**config.mk**
```make
export PLATFORM = sky130hd
export DESIGN_NAME = icache_req_seq
export DESIGN_NICKNAME = d
export VERILOG_FILES = /design/src/rtl/icache_req_seq.sv
export SDC_FILE = /design/constraint.sdc
export NUM_CORES = 1
export LEC_CHECK = 0
export CAP_MARGIN = 10
export CORE_UTILIZATION = 50
export DETAILED_ROUTE_END_ITERATION = 10
export PLACE_DENSITY = 0.8
export SYNTH_ARGS = -nofsm -noshare
export SYNTH_HDL_FRONTEND = slang
export SYNTH_SLANG_ARGS = --single-unit
```
**constraint.sdc**
```tcl
create_clock -name i_clock -period 2.94 [get_ports i_clock]
set_clock_uncertainty 0.1 [all_clocks]
set_input_delay 0.588 -clock i_clock [delete_from_list [all_inputs] [get_ports i_clock]]
set_output_delay 0.588 -clock i_clock [all_outputs]
set_load 0.005 [all_outputs]
```
**src/rtl/icache_req_seq.sv**
```systemverilog
// ---------------------------------------------------------------------------
// icache_req_seq
//
// Request sequencer placed in front of the instruction cache. It generates a
// programmable stream of fetch addresses (linear, LFSR random or repeated
// base), holds each request stable until the cache completes it, classifies
// every completion as a hit or a miss and counts both. A per-request watchdog
// aborts the run if the cache never answers.
//
// Optional feature (compile-time macro ICACHE_REQ_SEQ_CHECK_EN):
//   When defined, an extra input i_ref_inst carries the instruction read from
//   an uncached reference ROM port addressed by o_addr. Every completion whose
//   i_inst differs from i_ref_inst increments o_errors. When undefined, the
//   port does not exist and o_errors is tied to zero.
//
// Ports:
//   i_clock    clock
//   i_reset    synchronous, active-high reset
//   i_start    start a run (honoured in IDLE and DONE only)
//   i_mode     0=linear, 1=LFSR random, 2=repeat base, 3=linear
//   i_base     first address of the run
//   i_stride   linear-mode increment
//   i_count    number of requests in the run (0 finishes immediately)
//   o_addr     fetch address to the cache
//   o_rd       read request to the cache
//   i_busy     cache busy (line fill in progress)
//   i_hit      cache output valid for o_addr
//   i_inst     instruction from the cache
//   i_ref_inst reference instruction (only with ICACHE_REQ_SEQ_CHECK_EN)
//   o_done     run finished, held until the next start
//   o_timeout  run aborted on timeout, held with o_done
//   o_hits     completed requests that never saw busy
//   o_misses   completed requests that saw busy at least once
//   o_errors   data mismatches against the reference port
// ---------------------------------------------------------------------------
module icache_req_seq #(
  parameter int          ADDR_WIDTH = 12,
  parameter int          DATA_WIDTH = 32,
  parameter int          CNT_WIDTH  = 16,
  parameter int          GAP_CYCLES = 4,
  parameter int          TIMEOUT    = 255,
  parameter logic [31:0] LFSR_SEED  = 32'h0000_0ACE
) (
  input  logic                  i_clock,
  input  logic                  i_reset,
  input  logic                  i_start,
  input  logic [1:0]            i_mode,
  input  logic [ADDR_WIDTH-1:0] i_base,
  input  logic [ADDR_WIDTH-1:0] i_stride,
  input  logic [CNT_WIDTH-1:0]  i_count,
  output logic [ADDR_WIDTH-1:0] o_addr,
  output logic                  o_rd,
  input  logic                  i_busy,
  input  logic                  i_hit,
  input  logic [DATA_WIDTH-1:0] i_inst,
`ifdef ICACHE_REQ_SEQ_CHECK_EN
  input  logic [DATA_WIDTH-1:0] i_ref_inst,
`endif
  output logic                  o_done,
  output logic                  o_timeout,
  output logic [CNT_WIDTH-1:0]  o_hits,
  output logic [CNT_WIDTH-1:0]  o_misses,
  output logic [CNT_WIDTH-1:0]  o_errors
);

  // Galois (right-shift) feedback masks for maximal-length LFSRs. Bit n-1 is
  // always part of the mask so the register keeps its full width; the other
  // bits come from the classic tap tables. Widths without a table entry get
  // a simple non-zero mask so the register can still never reach zero.
  function automatic logic [63:0] lfsr_taps(input int width);
    logic [63:0] taps;
    case (width)
      2:       taps = 64'h3;
      3:       taps = 64'h6;
      4:       taps = 64'hC;
      5:       taps = 64'h14;
      6:       taps = 64'h30;
      7:       taps = 64'h60;
      8:       taps = 64'hB8;
      9:       taps = 64'h110;
      10:      taps = 64'h240;
      11:      taps = 64'h500;
      12:      taps = 64'h829;
      13:      taps = 64'h100D;
      14:      taps = 64'h2015;
      15:      taps = 64'h6000;
      16:      taps = 64'hD008;
      default: taps = (64'd1 << (width - 1)) | 64'd1;
    endcase
    return taps;
  endfunction

  localparam logic [ADDR_WIDTH-1:0] LFSR_TAPS  = ADDR_WIDTH'(lfsr_taps(ADDR_WIDTH));
  localparam logic [ADDR_WIDTH-1:0] SEED_TRUNC = ADDR_WIDTH'(LFSR_SEED);
  // A zero seed would lock the LFSR at zero forever, so fall back to 1.
  localparam logic [ADDR_WIDTH-1:0] LFSR_INIT  =
    (SEED_TRUNC == '0) ? ADDR_WIDTH'(1) : SEED_TRUNC;

  localparam int TO_W  = (TIMEOUT > 1) ? $clog2(TIMEOUT + 1) : 1;
  localparam int GAP_W = (GAP_CYCLES > 1) ? $clog2(GAP_CYCLES) : 1;

  localparam logic [TO_W-1:0]      TO_LAST  = TO_W'(TIMEOUT - 1);
  localparam logic [GAP_W-1:0]     GAP_LAST = GAP_W'(GAP_CYCLES - 1);
  localparam logic [CNT_WIDTH-1:0] CNT_ONE  = CNT_WIDTH'(1);

  localparam logic [1:0] MODE_LFSR   = 2'd1;
  localparam logic [1:0] MODE_REPEAT = 2'd2;

  typedef enum logic [1:0] {
    ST_IDLE,
    ST_REQ,
    ST_GAP,
    ST_DONE
  } state_t;

  state_t                  state;
  logic [1:0]              mode_q;
  logic [ADDR_WIDTH-1:0]   base_q;
  logic [ADDR_WIDTH-1:0]   stride_q;
  logic [CNT_WIDTH-1:0]    remaining;
  logic [ADDR_WIDTH-1:0]   lfsr;
  logic                    busy_seen;
  logic [TO_W-1:0]         to_cnt;
  logic [GAP_W-1:0]        gap_cnt;

  logic                    launch;
  logic                    complete;
  logic [ADDR_WIDTH-1:0]   lfsr_next;
  logic [ADDR_WIDTH-1:0]   next_addr;

  // A start is honoured only while no run is in flight; from DONE it
  // restarts in the same cycle exactly as from IDLE.
  assign launch = i_start && ((state == ST_IDLE) || (state == ST_DONE));

  // The cache has answered the current request once it reports a valid
  // output while no fill is in progress.
  assign complete = (state == ST_REQ) && i_hit && !i_busy;

  // Next-address generation. The LFSR is a separate register so that it
  // keeps evolving across runs; only a reset returns it to the seed.
  always_comb begin
    lfsr_next = lfsr >> 1;
    if (lfsr[0]) begin
      lfsr_next = (lfsr >> 1) ^ LFSR_TAPS;
    end
    case (mode_q)
      MODE_LFSR:   next_addr = lfsr_next;
      MODE_REPEAT: next_addr = base_q;
      default:     next_addr = o_addr + stride_q;
    endcase
  end

`ifdef ICACHE_REQ_SEQ_CHECK_EN
  logic [CNT_WIDTH-1:0] errors;
  assign o_errors = errors;
`else
  // Without the reference port there is nothing to compare i_inst against.
  logic unused_inst;
  assign unused_inst = ^i_inst;
  assign o_errors    = '0;
`endif

  // Main sequencer: every output is a register written here. Statistics
  // counters saturate at all-ones rather than wrapping.
  always_ff @(posedge i_clock) begin
    if (i_reset) begin
      state     <= ST_IDLE;
      o_rd      <= 1'b0;
      o_addr    <= '0;
      o_done    <= 1'b0;
      o_timeout <= 1'b0;
      o_hits    <= '0;
      o_misses  <= '0;
      mode_q    <= '0;
      base_q    <= '0;
      stride_q  <= '0;
      remaining <= '0;
      lfsr      <= LFSR_INIT;
      busy_seen <= 1'b0;
      to_cnt    <= '0;
      gap_cnt   <= '0;
`ifdef ICACHE_REQ_SEQ_CHECK_EN
      errors    <= '0;
`endif
    end else if (launch) begin
      o_hits    <= '0;
      o_misses  <= '0;
      o_timeout <= 1'b0;
      mode_q    <= i_mode;
      base_q    <= i_base;
      stride_q  <= i_stride;
      remaining <= i_count;
      o_addr    <= i_base;
      busy_seen <= 1'b0;
      to_cnt    <= '0;
      gap_cnt   <= '0;
`ifdef ICACHE_REQ_SEQ_CHECK_EN
      errors    <= '0;
`endif
      if (i_count == '0) begin
        state  <= ST_DONE;
        o_done <= 1'b1;
        o_rd   <= 1'b0;
      end else begin
        state  <= ST_REQ;
        o_done <= 1'b0;
        o_rd   <= 1'b1;
      end
    end else begin
      case (state)
        ST_REQ: begin
          if (complete) begin
            if (busy_seen) begin
              if (o_misses != '1) o_misses <= o_misses + CNT_ONE;
            end else begin
              if (o_hits != '1) o_hits <= o_hits + CNT_ONE;
            end
`ifdef ICACHE_REQ_SEQ_CHECK_EN
            if ((i_inst != i_ref_inst) && (errors != '1)) begin
              errors <= errors + CNT_ONE;
            end
`endif
            busy_seen <= 1'b0;
            to_cnt    <= '0;
            remaining <= remaining - CNT_ONE;
            if (remaining == CNT_ONE) begin
              state  <= ST_DONE;
              o_done <= 1'b1;
              o_rd   <= 1'b0;
            end else begin
              o_addr <= next_addr;
              if (mode_q == MODE_LFSR) lfsr <= lfsr_next;
              if (GAP_CYCLES == 0) begin
                state <= ST_REQ;
                o_rd  <= 1'b1;
              end else begin
                state   <= ST_GAP;
                o_rd    <= 1'b0;
                gap_cnt <= '0;
              end
            end
          end else begin
            // The busy flag is sticky for the life of the request so that a
            // fill seen early still classifies the completion as a miss.
            if (i_busy) busy_seen <= 1'b1;
            if (to_cnt == TO_LAST) begin
              state     <= ST_DONE;
              o_done    <= 1'b1;
              o_timeout <= 1'b1;
              o_rd      <= 1'b0;
            end else begin
              to_cnt <= to_cnt + TO_W'(1);
            end
          end
        end

        ST_GAP: begin
          if (gap_cnt == GAP_LAST) begin
            state <= ST_REQ;
            o_rd  <= 1'b1;
          end else begin
            gap_cnt <= gap_cnt + GAP_W'(1);
          end
        end

        default: begin
          o_rd <= 1'b0;
        end
      endcase
    end
  end

endmodule

```
==> out/summary.txt, run 1 <==
Clk pin slew, worst setup/hold paths: 0.05 ns
Final-report hold violation count: 0
Vias: 5366
Reg-to-Reg Start: o_addr[0]
Final net count: 898
R2R Setup Slk: 0.56 ns
Cell with the most instances after synthesis: dfxtp_1
Sink Count: 114
Routed len/inst: 14.94 um
Pin count of the biggest net entering global routing: 36
Initial Utilization: 51.54%
Number of DRC markers in iteration 0: 423
Pins Over Slew Limit: 0
Sequential share of power: 34.8%
Worst Reg-to-Reg Cells: 9
Antenna violations before repair: 0
TritonRoute pass-1 iters: 8
TritonCTS Buffers: 17
# port buffers: 93
Post-CTS Setup Inserts: 0
Yosys reg bits: 114
Post-synthesis instance total: 702
Peak VDD IR: 0.4576 mV
Critical path startpoint category: input pin
Global-route wire length before repair: 23530 um
Core ar.: 11520 um^2
Gr ovfl total: 0
P_leak: 2.876 nW
Combinational fraction of design power: 32.6%
Internal power: 3.795 mW
Global Route Usage Sum: 23.65%
Vias per inst: 5.654
CTS Buffer Depth: 2
HP Start: i_reset
Post-CTS Resized: 0
DPL Wire Length: 9786 um
Period minus WS final: 2.500 ns
Failing checks: design-rule violations
Vias in the first global route: 5138
Synth top area share: 38.45%
Clk_lat worst skew: 0.42 ns
Rows: 39
Post-synth ARST share: 0%
Max frequency: 399.9 MHz
Sw Pwr: 1.973 mW
Gpl congestion: 0.8395
# setup viols final: 0
Synth unique cells: 63
Max cap viols: 0
Critical R2R Capture: o_addr[10]
Most frequent cells after synthesis: 114 x dfxtp_1, 99 x nand2_1, 76 x nor2_1
Post-synthesis sequential area ratio: 38.45%
Relative slew slack: 59.80%
Actual slew at the worst max-slew pin: 0.6029 ns
Status: complete, but fails checks
Switching fraction of total power: 34.21%
CP endpoint kind: register
Worst min path class: input pin to register
Top post-synthesis cells by area: dfxtp_1 38%, nand2_1 6.3%, xor2_1 5.2%
Fraction of layout cells with a size suffix above 1: 8.065%
Worst hold margin: 0.3488 ns
Hold EP: o_done
CTS tree: done
WP data arrival: 2.71 ns
Synth-to-Final Area Change: 25.63%
Ant. Diodes: 0
Total chip power: 5.768 mW
Setup TNS: 0 ns
RSZ-0062 raised after global routing: false
Antenna-violating nets left: 0
# IOs: 142
CP required: 3.15 ns
Post-synth EDFFs: 0
Clock Power Share: 32.6%
Top_reg_cell synth: dfxtp_1
Mean Syn Cell Area: 8.455 um^2
DIE AREA: 12310 um^2
Yosys warning count: 0
Crit Path Class: input pin to register
Dominant cell type by area after synthesis: dfxtp_1
Die H: 111.0 um
Ratio of final minimum period to clock period: 85.05%
Post-CTS Hold Buffers: 0
Mapped cell area: 5936 um^2
CTS H-tree depth: 4
Root Driver: clkbuf_16
P per Cell Area: 773.4 nW/um^2
Hold Path Depth: 2
# DRC: 15
Die extent in x: 111.0 um
Total Routed Length: 14180 um
CP Max Fanout: 3
cells in the final DEF (no fill, tap or decap), drive strengths merged, types with 5 or more instances in the layout:
master / synthesis / layout
and2: 6 / 6
and4: 8 / 8
nor4: 9 / 9
ha: 22 / 22
buf: 23 / 20
a31oi: 6 / 6
nand4: 10 / 10
clkbuf: 29 / 22
a21oi: 56 / 56
nand2: 99 / 99
xor2: 35 / 35
o21ai: 20 / 20
clkinv: 0 / 6
dfxtp: 114 / 114
a22oi: 5 / 5
nor2: 77 / 77
and3: 11 / 11
clkdlybuf4s50: 0 / 92
a221oi: 7 / 7
nor3: 12 / 12
or3: 8 / 8
xnor2: 24 / 24
inv: 13 / 13
o211ai: 9 / 9
mux2i: 14 / 14
nand3: 27 / 27
a211oi: 17 / 17
conb: 1 / 16
flip-flops by register name (all words and copies together), names as in the netlist:
name       cells
o_hits        16
remaining     16
o_timeout      1
o_misses      16
o_addr        12
o_done         1
base_q        12
busy_seen      1
mode_q         2
stride_q      12
state          2
gap_cnt        2
lfsr          12
o_rd           1
to_cnt         8
through the flow:
stage | setup slack, ns | instance area [um^2] | util, % | std cells
floorplan | 0.8353 | 5992 | - | 717
global placement | 0.1743 | 6923 | 60.12 | 920
detailed placement | 0.1114 | 6923 | 60.12 | 920
CTS | 0.4787 | 7457 | 64.75 | 949
global route | 0.3036 | 7457 | 64.75 | 949
finish | 0.4395 | 7457 | 64.75 | 949
metal layers:
metal	routed length (um)	track usage, %	vias to the layer above	share of wire [%]
met5	0	0	-	0
met4	248	10.14	0	1.7
met3	923	6.780	25	6.5
met2	6788	39.04	201	48
met1	6218	28.68	2507	44
li1	-	-	2633	-
final cells by class:
class | instances | area [um^2]
multi-input cells | 538 | 3332
clock inverters | 7 | 60.06
well taps | 143 | 178.9
clock buffers | 22 | 474.2
inverters | 13 | 48.80
flip-flops and latches | 114 | 2282
repair buffers | 112 | 1081
fillers | 935 | 4059
critical path, cell delays in order:
cell,delay (ns)
clkdlybuf4s50_1,0.52
nor4bb_1,0.46
nand4_1,0.21
nor4b_1,0.35
buf_4,0.18
nand3_1,0.09
xnor2_1,0.14
and2_1,0.16
worst max-delay path by stage:
stage	from	end	slack, ns
6_report	i_hit	o_hits[15]	0.44
3_5_place_dp	i_busy	remaining[3]	0.11
2_1_floorplan	state[1]	o_hits[15]	0.84
5_1_grt	i_hit	o_hits[15]	0.30
4_1_cts	i_hit	o_hits[15]	0.48
3_3_place_gp	i_hit	o_hits[15]	0.17
cell families (layout without fill, tap and decap cells):
kind of cell | Yosys count | in the layout | synth area share [%]
buffers and inverters | 65 | 154 | 6.408
AO/OA/AOI/OAI | 145 | 145 | 16.04
other | 1 | 16 | 0.06318
flip-flops | 114 | 114 | 38.45
multiplexers | 14 | 14 | 2.361
adder cells (fa/ha/maj) | 23 | 23 | 4.975
AND/OR/NAND/NOR | 281 | 281 | 23.00
XOR/XNOR | 59 | 59 | 8.706
power groups by stage:
stage | combinational [mW] | sequential (mW) | clock [mW]
floorplan | 1.36 | 1.98 | 0
global placement | 1.78 | 2.01 | 0
detailed placement | 1.85 | 2.03 | 0
CTS | 1.87 | 2.00 | 1.91
global route | 2.07 | 2.03 | 1.98
finish | 1.88 | 2.01 | 1.88
Power figures use the tool's default switching activity.
==> run 2, diff against run 1 <==
Settings changed: SLEW_MARGIN from default to 20.
==> results of run 2 <==
The final DEF is identical to that of run 1; final timing and power are the same.
